File: src/rtl/perspective_divide.sv
// Perspective divide of one homogeneous vertex with a shared restoring divider, then NDC -> screen/depth.
// Latency 3*DIV_ITERS+3 cycles (2 on early reject); ready_out low while busy, valid_in dropped then.
module perspective_divide #(
    parameter int WIDTH     = 1280,
    parameter int HEIGHT    = 720,
    parameter int DIV_ITERS = 24
) (
    input  logic        clk_in,
    input  logic        rst_in,
    input  logic [31:0] pos [3:0],
    input  logic        valid_in,
    output logic        ready_out,
    output logic        valid_out,
    output logic [10:0] hcount_out,
    output logic [9:0]  vcount_out,
    output logic [15:0] depth_out,
    output logic        clipped_out
);

    typedef enum logic [2:0] {IDLE, UNPACK, DIV_X, DIV_Y, DIV_Z, MAP, DONE} state_t;

    typedef struct packed {
        logic               clip;
        logic signed [17:0] ndc;
    } conv_t;

    localparam int CW = $clog2(DIV_ITERS);
    localparam logic [CW-1:0] LAST = CW'(DIV_ITERS - 1);

    // Quotient q is the mantissa ratio scaled by 2^(DIV_ITERS-1); Q2.16 magnitude is q*2^(e-(DIV_ITERS-1)+16).
    function automatic conv_t to_ndc(input logic [31:0] c, input logic [31:0] w,
                                     input logic [DIV_ITERS-1:0] q);
        conv_t      res;
        int         rs;
        logic [31:0] mag;
        logic       sat;
        res = '0;
        mag = '0;
        sat = 1'b0;
        rs  = DIV_ITERS - 17 - (int'(c[30:23]) - int'(w[30:23]));
        if (c[30:23] != 8'd0) begin
            if (rs < 0)
                sat = 1'b1;
            else if (rs < 32)
                mag = 32'(q) >> rs;
            if (mag >= 32'h0002_0000)
                sat = 1'b1;
            if (sat)
                mag = 32'h0001_FFFF;
            res.clip = sat || (mag > 32'h0001_0000);
            res.ndc  = (c[31] ^ w[31]) ? -$signed(mag[17:0]) : $signed(mag[17:0]);
        end
        return res;
    endfunction

    state_t               state, state_n;
    logic [31:0]          pos_r [3:0];
    logic [24:0]          rem, rem_n;
    logic [DIV_ITERS-1:0] quo, quo_n;
    logic [CW-1:0]        cnt;
    logic signed [17:0]   ndc_x, ndc_y, ndc_z;
    logic                 clip_acc;
    logic [23:0]          divisor;
    logic                 ge, last, reject;
    logic [31:0]          cur_c, nxt_c;
    conv_t                conv;
    int                   hx, vy, dz;
    logic [10:0]          hcount_n;
    logic [9:0]           vcount_n;
    logic [15:0]          depth_n;

    always_ff @(posedge clk_in) begin
        if (rst_in)
            state <= IDLE;
        else
            state <= state_n;
    end

    always_comb begin
        state_n   = state;
        ready_out = 1'b0;
        valid_out = 1'b0;
        case (state)
            IDLE: begin
                ready_out = 1'b1;
                if (valid_in)
                    state_n = UNPACK;
            end
            UNPACK:  state_n = reject ? DONE : DIV_X;
            DIV_X:   if (last) state_n = DIV_Y;
            DIV_Y:   if (last) state_n = DIV_Z;
            DIV_Z:   if (last) state_n = MAP;
            MAP:     state_n = DONE;
            DONE: begin
                valid_out = 1'b1;
                state_n   = IDLE;
            end
            default: state_n = IDLE;
        endcase
    end

    always_comb begin
        divisor = {1'b1, pos_r[0][22:0]};
        reject  = pos_r[0][31] || (pos_r[0][30:23] == 8'd0);
        last    = (cnt == LAST);
        ge      = (rem >= {1'b0, divisor});
        rem_n   = (ge ? rem - {1'b0, divisor} : rem) << 1;
        quo_n   = {quo[DIV_ITERS-2:0], ge};
        cur_c   = (state == DIV_X) ? pos_r[3] : (state == DIV_Y) ? pos_r[2] : pos_r[1];
        nxt_c   = (state == DIV_X) ? pos_r[2] : pos_r[1];
        conv    = to_ndc(cur_c, pos_r[0], quo_n);
    end

    always_comb begin
        hx = ((int'(ndc_x) + 65536) * WIDTH) >>> 17;
        vy = ((65536 - int'(ndc_y)) * HEIGHT) >>> 17;
        dz = (int'(ndc_z) + 65536) >>> 1;
        hcount_n = (hx < 0) ? 11'd0 : (hx > WIDTH - 1)  ? 11'(WIDTH - 1)  : 11'(hx);
        vcount_n = (vy < 0) ? 10'd0 : (vy > HEIGHT - 1) ? 10'(HEIGHT - 1) : 10'(vy);
        depth_n  = (dz < 0) ? 16'd0 : (dz > 65535)      ? 16'hFFFF        : 16'(dz);
    end

    always_ff @(posedge clk_in) begin
        if (rst_in) begin
            for (int i = 0; i < 4; i++)
                pos_r[i] <= '0;
            rem         <= '0;
            quo         <= '0;
            cnt         <= '0;
            ndc_x       <= '0;
            ndc_y       <= '0;
            ndc_z       <= '0;
            clip_acc    <= 1'b0;
            hcount_out  <= '0;
            vcount_out  <= '0;
            depth_out   <= '0;
            clipped_out <= 1'b0;
        end else begin
            case (state)
                IDLE: begin
                    if (valid_in)
                        for (int i = 0; i < 4; i++)
                            pos_r[i] <= pos[i];
                end
                UNPACK: begin
                    rem      <= {2'b01, pos_r[3][22:0]};
                    quo      <= '0;
                    cnt      <= '0;
                    clip_acc <= 1'b0;
                    if (reject) begin
                        hcount_out  <= '0;
                        vcount_out  <= '0;
                        depth_out   <= '0;
                        clipped_out <= 1'b1;
                    end
                end
                DIV_X, DIV_Y, DIV_Z: begin
                    rem <= rem_n;
                    quo <= quo_n;
                    cnt <= cnt + CW'(1);
                    if (last) begin
                        // Preload the next component so the divider runs back to back.
                        cnt      <= '0;
                        quo      <= '0;
                        rem      <= {2'b01, nxt_c[22:0]};
                        clip_acc <= clip_acc | conv.clip;
                        case (state)
                            DIV_X:   ndc_x <= conv.ndc;
                            DIV_Y:   ndc_y <= conv.ndc;
                            default: ndc_z <= conv.ndc;
                        endcase
                    end
                end
                MAP: begin
                    hcount_out  <= hcount_n;
                    vcount_out  <= vcount_n;
                    depth_out   <= depth_n;
                    clipped_out <= clip_acc;
                end
                default: ;
            endcase
        end
    end

endmodule

File: config.mk
export PLATFORM = sky130hd
export DESIGN_NAME = perspective_divide
export DESIGN_NICKNAME = d
export VERILOG_FILES = /design/src/rtl/perspective_divide.sv
export SDC_FILE = /design/constraint.sdc
export NUM_CORES = 1
export LEC_CHECK = 0
export CORE_UTILIZATION = 50
export CTS_CLUSTER_DIAMETER = 100
export DETAILED_ROUTE_END_ITERATION = 10
export HOLD_SLACK_MARGIN = 0.12
export PLACE_DENSITY = 0.8
export REMOVE_ABC_BUFFERS = 1
export SYNTH_ARGS = -nofsm -noshare
export SYNTH_HDL_FRONTEND = slang
export SYNTH_SLANG_ARGS = --single-unit
File: constraint.sdc
create_clock -name clk_in -period 5.8 [get_ports clk_in]
set_input_delay 1.16 -clock clk_in [delete_from_list [all_inputs] [get_ports clk_in]]
set_output_delay 1.16 -clock clk_in [all_outputs]
set_load 0.1 [all_outputs]
# Word level (Yosys, flattened, before mapping)
# Memories as Yosys holds them, arrays and structs flattened.
# Cells that the tools add are included.
word_totals:
  romBits: 0
  inputBits: 131
  latchBits: 0
  output_inout_bits: 40
  memories: 1
  register_bits: 149
  ram_bits: 128
  wordCells: 124
memory_table:
  columns: ["name", "depth", "word_bits", "read_ports", "rd_clocked_by_memory_dff", "wr", "line", "text"]
  rows:
  - ["pos_r", 4, 32, 4, 0, 4, "57", "logic [31:0] pos_r [3:0];"]
classes:
  muxes: 54
  shifts: 1
  reduce_logical: 15
  div_mod_pow: 0
  add_sub_neg: 8
  order_cmp: 11
  multipliers: 2
  bitwise_logic: 7
  eq_ne: 13
op_table:
  columns: ["op", "count"]
  rows:
  - ["$mux 32", 11]
  - ["$pmux 25 s2", 1]
  - ["$mux 16", 3]
  - ["$mux 23", 2]
  - ["$pmux 23 s2", 1]
  - ["$add 18x18->19 const B", 2]
  - ["$mux 11", 3]
  - ["$ge 32x18->1 const B", 1]
  - ["$gt 32x17->1 const B", 1]
  - ["$pmux 16 s2", 1]
  - ["$shr 24x32->32", 1]
  - ["$mux 10", 3]
  - ["$mul 19x7->26 const B", 1]
  - ["$ge 25x24->1", 1]
  - ["$mux 25", 1]
  - ["$mux 24", 1]
  - ["$sub 24x24->24", 1]
  - ["$mul 19x4->23 const B", 1]
  - ["$pmux 11 s2", 1]
  - ["$pmux 10 s2", 1]
  - ["$mux 19", 1]
  - ["$sub 18x18->19 const A", 1]
  - ["$gt 18x17->1 const B", 1]
  - ["$lt 18x1->1 const B", 1]
  - ["35 further kinds", 69]

# Logic depth before layout (Yosys ltp)
# Gate-level depths: netlist (run 1).
depth:
  depth_word: 20
  depth_mapped: 30
  depth_no_buf: 26

# Least setup slack after synthesis (run 1)
# Ideal clock, no wire load.
synth_timing:
  path_type: "reg2reg"
  start: "register state[0]"
  end: "memory pos_r[0][0], enable pin"
  period_less_slack_ps: 6675
  n_path_buf: 2
  path_slack_ps: -875
  required_time_ps: 5291
  arrival_ps: 6165
  stages_incl_launch_ff: 6
  setup_time_ps: 509
  cell_sequence: "dfxtp_1 > clkbuf_1 > clkbuf_1 > nor3_1 > nand2_1 > nand2b_1"
synth_lines:
  columns: ["element", "line", "text"]
  rows:
  - ["start: declaration", "56", "state_t state, state_n;"]
  - ["start signal: assignment", "76", "state <= state_n;"]
  - ["end: declaration", "57", null]

# Final worst setup path (run 1)
layout_timing:
  start: "register ndc_y[2]"
  end: "register vcount_out[2]"
layout_between:
  elab_chain_cells: 6
  elab_cells_between_ends: 7
  classes_between: "1 x add/sub; 1 x mul; 2 x order compare; 3 x mux"
layout_rtl:
  columns: ["element", "line", "text"]
  rows:
  - ["start: declaration", "61", "logic signed [17:0] ndc_x, ndc_y, ndc_z;"]
  - ["start signal: assignment", "169", "DIV_Y: ndc_y <= conv.ndc;"]
  - ["$sub 18x18->19 *", "116", "vy = ((65536 - int'(ndc_y)) * HEIGHT) >>> 17;"]
  - ["$mul 19x7->26 *", "116", null]
  - ["$gt 13x11->1", "119", "vcount_n = (vy < 0) ? 10'd0 : (vy > HEIGHT - 1) ? 10'(HEIGHT - 1) : 10'(vy);"]
  - ["$mux 10", "119", null]
  - ["$mux 10 *", "119", null]
  - ["$pmux 10 s2 *", "139", "case (state)"]
  - ["end signal: assignment", "176", "vcount_out <= vcount_n;"]
  - ["end: declaration", "15", "output logic [9:0] vcount_out,"]
# Every way passes the cells marked *; elsewhere a longest branch is shown, timed or not.
# A chain may end at the register's enable or synchronous reset.

==> flow_summary.ini, run 1 <==
[status]
status = finished with violations
violations = negative setup slack

[logic_synthesis]
synth-compound-area-share_pct = 18.06
synthFlopType = dfxtp_1
ys_seq_elements = 276
netlist_instances = 2087
synth_warnings = 0
async_reset_ff_share_pct = 0
ys_types = 92
avgSynthCellArea_sq_um = 8.999
synth-edff-count = 128
synth_fa_ha_area_share_pct = 12.50
ys_seq_area_share_pct = 36.24
synthSimpleGateAreaFrac_pct = 20.23
syn-cell-area_sq_um = 18780
synth_mux_area_share_pct = 4.377
synth-xor-area-share_pct = 3.344
synth_top_family_by_area = simple AND/OR/NAND/NOR gates

[cells_and_area]
final_common_cell = nand2_1
design_area_sq_um = 22830
nets = 2598
num_antenna_cells = 0
syn2layout_area_growth_pct = 21.53
drive_gt1_share_pct = 11.40
mostFrequentLayoutCells = 225 x nand2_1, 169 x clkdlybuf4s50_1, 147 x nor2_1

[setup_path]
ff2ff_setup_slack_ns = -0.09
crit_fanout = 6
ff2ff_path_depth = 23
start_kind = register
worst_setup_path_end_kind = register
critPathKind = register to register
required_ns = 6.24
regToRegEndpoint = vcount_out[2]
startpoint = ndc_y[2]
reg2reg_from = ndc_y[2]
worstPathArrival_ns = 6.33

[sta]
maxSlewHeadroom_pct = 23.23
finalSetupViolCount = 7
rsz0062_at_grt = yes
skew_ns = 0.06325
period_minus_slack_ns = 5.889
worst_pin_slew_ns = 1.146
hold_viol_final = 0
fin_crit_sh_pct = 101.5
maxSlewViolCount = 0
fmax_mhz = 169.8
fin_ws_ns = -0.08853

[global_routing]
grt_max_degree = 87
first_global_vias = 16380
grt_antenna_before_repair = 0
grt_pass1_wl_mm = 82.03
gr-total-overflow = 0
grt_usage_pct = 26.21

[clock_tree]
clk_pin_slew_ns = 0.07
cts_tree = built
htree_levels = 1
cts_sinks = 276
cts_root_buf = clkbuf_16
cts_max_path_buffers = 3
clkLatencyLatePin_ns = 0.61
cts_buffers = 30

[drt]
drtAntennaViolNets = 0
drc = 0
detail_route.wl_per_cell_microns = 18.31
via_per_inst = 5.937
vias = 16580
drt_iter0_drc = 1135
drt-pass1-iter-count = 5
wl_mm = 51.11

[placed_design]
dpl.hpwl_mm = 37.26
numPortBuffers = 170
routabilityCongestion = 0.9268
placed_area_sq_um = 21560

[die]
die_h_microns = 195.8
coreArea_sq_um = 36790
die-width_microns = 195.8
initial_utilization_pct = 51.06
die-area_sq_um = 38340
ioPinCount = 171
num_rows = 70

[min_path]
hp-class = register to register
min_from = vcount_out[8]
holdPathEnd = vcount_out[8]
holdPathStages = 2

[power]
pwr_density_cell_nw_per_um2 = 296.1
ir_drop_mv = 0.2148
cellLeakagePower_nw = 9.480
power_mw = 6.758

[run]
cap_violations = 0
==> sequential cells by signal, summed over array words and instances (netlist names) <==
signal       flops
pos_r          128
rem             25
quo             23
ndc_x           18
ndc_y           18
ndc_z           17
depth_out       16
hcount_out      11
vcount_out      10
cnt              5
state            3
clip_acc         1
clipped_out      1
==> per-layer routing <==
metal | GRT usage (%) | share of wire, % | vias to the layer above
met1 | 32.87 | 41 | 7911
met3 | 3.198 | 6.5 | 103
li1 | - | - | 7913
met5 | 0 | 0 | -
met2 | 46.71 | 50 | 649
met4 | 8.449 | 2.8 | 0
==> per-stage QoR <==
| step | hold slack (ns) | instances | util [%] | setup WS [ns] | TNS, ns |
|---|---|---|---|---|---|
| after floorplan | 0.4307 | 1978 | - | -1.392 | -149.23 |
| after global placement | 0.4264 | 2734 | 58.62 | -0.2292 | -1.671 |
| after detailed placement | 0.4387 | 2734 | 58.62 | -0.4609 | -3.850 |
| after CTS | 0.4467 | 2791 | 61.78 | 0.01998 | 0 |
| after global routing | 0.4693 | 2792 | 62.05 | -0.3119 | -2.626 |
| final | 0.4395 | 2792 | 62.05 | -0.08853 | -0.5304 |
==> power by group <==
group | total, mW | switching (mW) | internal, mW
logic | 2.46 | 1.47 | 0.984
clock network | 2.07 | 0.843 | 1.22
registers | 2.24 | 0.0603 | 2.18
total | 6.76 | 2.38 | 4.38
==> how the worst max path moves through the flow <==
stage | end | cells past startpoint
3_5_place_dp | vcount_out[2] | 23
4_1_cts | vcount_out[2] | 23
2_1_floorplan | ndc_z[4] | 23
3_3_place_gp | vcount_out[1] | 23
6_report | vcount_out[2] | 23
5_1_grt | vcount_out[6] | 23
==> worst max-delay path, cell delays in order, from the launching register on <==
cell and delay [ns]:
dfxtp_2 0.33, nor4_2 0.24, buf_4 0.17, nand2_4 0.05, or4_4 0.50, xor2_2 0.16, ha_1 0.27, ha_1 0.29
inv_2 0.05, fa_1 0.53, inv_1 0.05, fa_1 0.44, ha_2 0.19, or4_1 0.40, a21oi_1 0.13, o21ai_1 0.12
and3_4 0.21, o21ai_4 0.18, a21oi_2 0.08, o311a_1 0.36, or4_4 0.42, o211ai_1 0.14, a21boi_2 0.14, a221o_1 0.28
==> kinds of logic (layout without fill, tap and decap cells) <==
kind of cell    Yosys count  after routing
mux                      72             72
flops                   276            276
xor+xnor                 70             70
simple gates            758            758
buf+inv                 256            493
compound gates          489            489
fa+ha+maj               166            166
==> area by class of cell <==
| type | count | area, sq um |
|---|---|---|
| Tap cell | 468 | 585.6 |
| Clock buffer | 32 | 758.2 |
| Inverter | 147 | 551.8 |
| Multi-Input combinational cell | 1555 | 11180 |
| Clock inverter | 23 | 309.0 |
| Sequential cell | 276 | 6810 |
| Timing Repair Buffer | 291 | 2633 |
| Fill cell | 2993 | 13960 |
==> cell usage after synthesis (8+ instances only) <==
library cell,count,area share (%)
nand2_1,227,4.5
nor2_1,149,3.0
dfxtp_1,148,16
inv_1,144,2.9
and2_1,133,4.4
a21oi_1,132,3.5
ha_1,130,8.7
edfxtp_1,128,20
clkbuf_1,91,1.8
o21ai_0,73,1.9
mux2i_1,48,2.6
nand3_1,47,1.3
a22oi_1,41,1.6
xnor2_1,40,1.9
fa_1,36,3.8
nor3_1,34,0.91
a211oi_1,31,1.2
nand2b_1,28,0.93
xor2_1,28,1.3
nor2b_1,22,0.73
a21o_1,21,0.84
o211ai_1,21,0.84
nand3b_1,19,0.76
a311oi_1,18,0.84
a31oi_1,18,0.60
nand4_1,18,0.60
or3_1,17,0.57
mux2_2,16,0.96
a221o_1,15,0.80
and3_1,15,0.50
nor4_1,12,0.40
o31ai_1,11,0.44
or4_1,11,0.44
buf_2,9,0.24
o21a_1,9,0.36
o21ai_1,8,0.21
or2_2,8,0.27
==> what timing repair did <==
item | in CTS | in global routing
buffers inserted | 2 | 1
pin swaps | 18 | 15
endpoints found under the setup margin | 15 | 34
resized for setup | 17 | 25
hold buffers | 0 | 0
Power figures use the tool's default switching activity.
==> run 2, diff against run 1 <==
- CAP_MARGIN: unset -> 20
==> run 2 against run 1 <==
  * The flow still finishes with violations (negative setup slack)
  * Cell area is essentially flat
  * Sequential power barely moved
  * Global-route usage is the same
  * Routed wire length rose by 0.20%
  * Sequential share of layout area about the same
==> flow_summary.ini, run 2 (synthesis results as in run 1) <==
[cells_and_area]
syn2layout_area_growth_pct = 21.61
fin_util_pct = 62.09
top_register = pos_r
num_antenna_cells = 0
drive_gt1_share_pct = 11.44
largestRegisters = pos_r (128), rem (25), quo (23)
final_cells = 2793
final_common_cell = nand2_1
design_area_sq_um = 22840
nets = 2599
largest_reg_flops = 128
mostFrequentLayoutCells = 225 x nand2_1, 169 x clkdlybuf4s50_1, 147 x nor2_1
nFillCells = 2992

[placed_design]
dpl.hpwl_mm = 37.26
place_ws_ns = -0.4609
numPortBuffers = 170
routabilityCongestion = 0.9268
placed_area_sq_um = 21560
dp_cells = 2734

[global_routing]
grt_usage_pct = 26.21
grt_pass1_wl_mm = 82.03
grt_antenna_before_repair = 0
grt_max_degree = 87
first_global_vias = 16380
gr-total-overflow = 0

[clock_tree]
cts_root_buf = clkbuf_16
cts_tree = built
cts_buffers = 30
clk_pin_slew_ns = 0.07
htree_levels = 1
clkLatencyLatePin_ns = 0.61
cts_hold_buffers = 0
cts_sinks = 276
cts_max_path_buffers = 3

[power]
ir_drop_mv = 0.2167
pwr_density_cell_nw_per_um2 = 296.1
p_int_mw = 4.382
pwr-share-comb_pct = 36.3
cellLeakagePower_nw = 9.487
swShare_pct = 35.20
p_seq_share_pct = 33.1
p_sw_mw = 2.381
power_mw = 6.763
clock_power_share_pct = 30.6

[sta]
fin_ws_ns = -0.08838
whs_ns = 0.4395
rsz0062_at_grt = yes
maxSlewHeadroom_pct = 28.63
fin_tns_setup_ns = -0.5331
hold_viol_final = 0
period_minus_slack_ns = 5.888
fmax_mhz = 169.8
worst_pin_slew_ns = 1.067
fin_crit_sh_pct = 101.5
maxSlewViolCount = 0
skew_ns = 0.06643
finalSetupViolCount = 7

[status]
status = finished with violations
violations = negative setup slack

[die]
initial_utilization_pct = 51.06
ioPinCount = 171
die-area_sq_um = 38340
die_h_microns = 195.8
die-width_microns = 195.8
coreArea_sq_um = 36790
num_rows = 70

[setup_path]
worst_setup_path_end_kind = register
worstPathArrival_ns = 6.34
critPathKind = register to register
path_buf_inv = 3
start_kind = register
crit_family = simple AND/OR/NAND/NOR gates
crit_fanout = 6
cpPeakStageDelay_ns = 0.53
cp_slowest_cell = fa_1
crit_path_cell_trace = nor4_2 > buf_4 > nand2_4 > or4_4 > xor2_2 > ha_1 > ha_1 > inv_2 > fa_1 > inv_1 > fa_1 > ha_2 > or4_1 > a21oi_1 > o21ai_1 > and3_4 > o21ai_4 > a21oi_2 > o311a_1 > or4_4 > o211ai_1 > a21boi_2 > a221o_1
required_ns = 6.25

[run]
cap_violations = 0

[drt]
wl_mm = 51.21
vias = 16560
drc = 0
detail_route.wl_per_cell_microns = 18.34
drt_iter0_drc = 1133
drtAntennaViolNets = 0
via_per_inst = 5.931
drt-pass1-iter-count = 5

[min_path]
hp-class = register to register
## run 2: cell count changes in the layout (fill, tap and decap cells not counted), sizes merged
cell	before	now
buf	122	123
## run 2: power groups by stage
stage / registers (mW) / logic, mW / clock network (mW)
floorplan: 2.27 / 1.45 / 0
global placement: 2.27 / 2.34 / 0
detailed placement: 2.27 / 2.37 / 0
CTS: 2.23 / 2.39 / 2.08
global route: 2.25 / 2.63 / 2.16
finish: 2.24 / 2.46 / 2.07
## run 2: final timing paths
| path | cells past startpoint | slack, ns | start | endpoint |
|---|---|---|---|---|
| worst max register to register | 23 | -0.09 | ndc_y[2] | vcount_out[2] |
| worst max-delay path | 23 | -0.09 | ndc_y[2] | vcount_out[2] |
| worst min register to register | 2 | 0.44 | vcount_out[8] | vcount_out[8] |
| worst min-delay path | 2 | 0.44 | vcount_out[8] | vcount_out[8] |
## run 2: per-layer routing
metal / global-route usage, % / part of all wire (%)
met5: 0 / 0
met2: 46.71 / 50
met4: 8.449 / 2.8
met3: 3.198 / 6.2
met1: 32.87 / 41
## run 2: final cells by class
type                    instances  area [sq um]  area share [%]
clock buffers                  32         758.2           3.320
inverters                     147         551.8           2.416
clock inverters                23         309.0           1.353
multi-input cells            1555         11180           48.94
flip-flops and latches        276          6810           29.82
repair buffers                292          2648           11.59
well taps                     468         585.6           2.564
## run 2: tightest hold or removal path, stage by stage (launching register included)
cell and delay, ns:
dfxtp_1 0.31, nand2_1 0.05, nand2_1 0.04
## run 2: repair_timing
action                                  4_1_cts  5_1_grt
pin swaps                                    18       15
gates cloned                                  0        0
setup buffers                                 2        1
resized for setup                            17       25
endpoints found under the setup margin       15       34
endpoints found under the hold margin         0        0
==> run 3, diff against run 2 <==
- TNS_END_PERCENT: unset -> 10
==> run 3 against run 2 <==
  * The flow still finishes with violations (negative setup slack)
  * Critical path depth is the same
  * Utilization about the same
  * Power about the same
  * Critical path type unchanged
  * First-iteration DRC count increased by 2.3%
  * Largest power group unchanged
  * Critical endpoint unchanged
  * Highest routed layer unchanged
  * Clock skew fell by 0.0033 ns
==> flow_summary.ini, run 3 (synthesis results as in run 1) <==
[power]
pwr-share-comb_pct = 36.3
pwr_density_cell_nw_per_um2 = 295.7
swShare_pct = 35.14
ir_drop_mv = 0.2154
p_sw_mw = 2.375
p_int_mw = 4.382
cellLeakagePower_nw = 9.498
power_mw = 6.757
p_seq_share_pct = 33.1
clock_power_share_pct = 30.6

[setup_path]
worst_setup_path_end_kind = register
required_ns = 6.25
cpPeakStageDelay_ns = 0.53
crit_path_cell_trace = nor4_2 > buf_4 > nand2_4 > or4_4 > xor2_2 > ha_1 > ha_1 > inv_2 > fa_1 > inv_1 > fa_1 > ha_2 > or4_1 > a21oi_1 > o21ai_1 > and3_4 > o21ai_4 > a21oi_2 > o311a_1 > or4_4 > o211ai_1 > a21boi_2 > a221o_1
start_kind = register
worstPathArrival_ns = 6.26
crit_fanout = 6
cp_slowest_cell = or4_4
critPathKind = register to register

[cells_and_area]
num_antenna_cells = 0
multi_input_area_sq_um = 11180
mostFrequentLayoutCells = 224 x nand2_1, 169 x clkdlybuf4s50_1, 147 x nor2_1
design_area_sq_um = 22850
regArea_sq_um = 6809
largest_reg_flops = 128
fin_util_pct = 62.11
drive_gt1_share_pct = 11.48
nets = 2600
syn2layout_area_growth_pct = 21.65
final_cells = 2794
largestRegisters = pos_r (128), rem (25), quo (23)
top_register = pos_r
nFillCells = 2990
final_common_cell = nand2_1

[sta]
period_minus_slack_ns = 5.814
hold_viol_final = 0
finalSetupViolCount = 3
maxSlewViolCount = 0
worst_pin_slew_ns = 1.071
whs_ns = 0.4392
rsz0062_at_grt = yes
fmax_mhz = 172.0
maxSlewHeadroom_pct = 28.41
fin_ws_ns = -0.01390
fin_tns_setup_ns = -0.02371
skew_ns = 0.06309
fin_crit_sh_pct = 100.2

[global_routing]
grt_usage_pct = 26.17
grt_pass1_wl_mm = 81.89
grt_antenna_before_repair = 0
grt_max_degree = 87
gr-total-overflow = 0
first_global_vias = 16360

[drt]
drt_iter0_drc = 1159
detail_route.wl_per_cell_microns = 18.21
vias = 16470
via_per_inst = 5.893
drc = 0
wl_mm = 50.87
drt-pass1-iter-count = 6
drtAntennaViolNets = 0

[min_path]
hp-class = register to register

[die]
die_h_microns = 195.8
die-area_sq_um = 38340
coreArea_sq_um = 36790
num_rows = 70
initial_utilization_pct = 51.06
ioPinCount = 171
die-width_microns = 195.8

[run]
cap_violations = 0

[placed_design]
dp_cells = 2734
dpl.hpwl_mm = 37.26
place_ws_ns = -0.4609
placed_area_sq_um = 21560
numPortBuffers = 170
routabilityCongestion = 0.9268

[clock_tree]
cts_sinks = 276
cts_tree = built
cts_max_path_buffers = 3
cts_buffers = 30
clk_pin_slew_ns = 0.07
clkLatencyLatePin_ns = 0.61
cts_root_buf = clkbuf_16
htree_levels = 1

[status]
status = finished with violations
violations = negative setup slack
-- run 3: layout make-up --
class | count | area share, %
Multi-Input combinational cell | 1555 | 48.93
Tap cell | 468 | 2.563
Timing Repair Buffer | 293 | 11.62
Clock inverter | 23 | 1.353
Sequential cell | 276 | 29.80
Inverter | 147 | 2.415
Clock buffer | 32 | 3.319
-- run 3: path summary, 6_finish.rpt --
path / cells after the start / to / start / slack (ns)
min reg2reg: 2 / vcount_out[8] / vcount_out[8] / 0.44
max: 23 / vcount_out[2] / ndc_y[3] / -0.01
min: 2 / vcount_out[8] / vcount_out[8] / 0.44
max reg2reg: 23 / vcount_out[2] / ndc_y[3] / -0.01
-- run 3: layer usage --
metal	global-route usage (%)	vias to the layer above	part of all wire (%)
li1	-	7916	-
met1	32.83	7856	42
met2	46.61	591	50
met3	3.215	102	5.7
met4	8.420	0	2.8
met5	0	-	0
-- run 3: power by group through the flow --
stage                     combinational (mW)  sequential, mW  clock (mW)
after detailed placement                2.37            2.27           0
final                                   2.46            2.23        2.07
after floorplan                         1.45            2.27           0
after global routing                    2.63            2.25        2.16
after CTS                               2.39            2.23        2.08
after global placement                  2.34            2.27           0
-- run 3: worst max-delay path: cells and delay by family (launching register included) --
family          cells  cell delay [ns]
xor+xnor            1             0.16
buf+inv             3             0.27
fa+ha+maj           5             1.68
compound gates      8             1.38
simple gates        6             1.85
flops               1             0.32
-- run 3: repair_timing --
item                                    in CTS  in global routing
buffers inserted                             2                  2
resized for setup                           15                 26
endpoints found under the setup margin      15                 34
hold buffers                                 0                  0
endpoints found under the hold margin        0                  0
pin swaps                                   17                 10
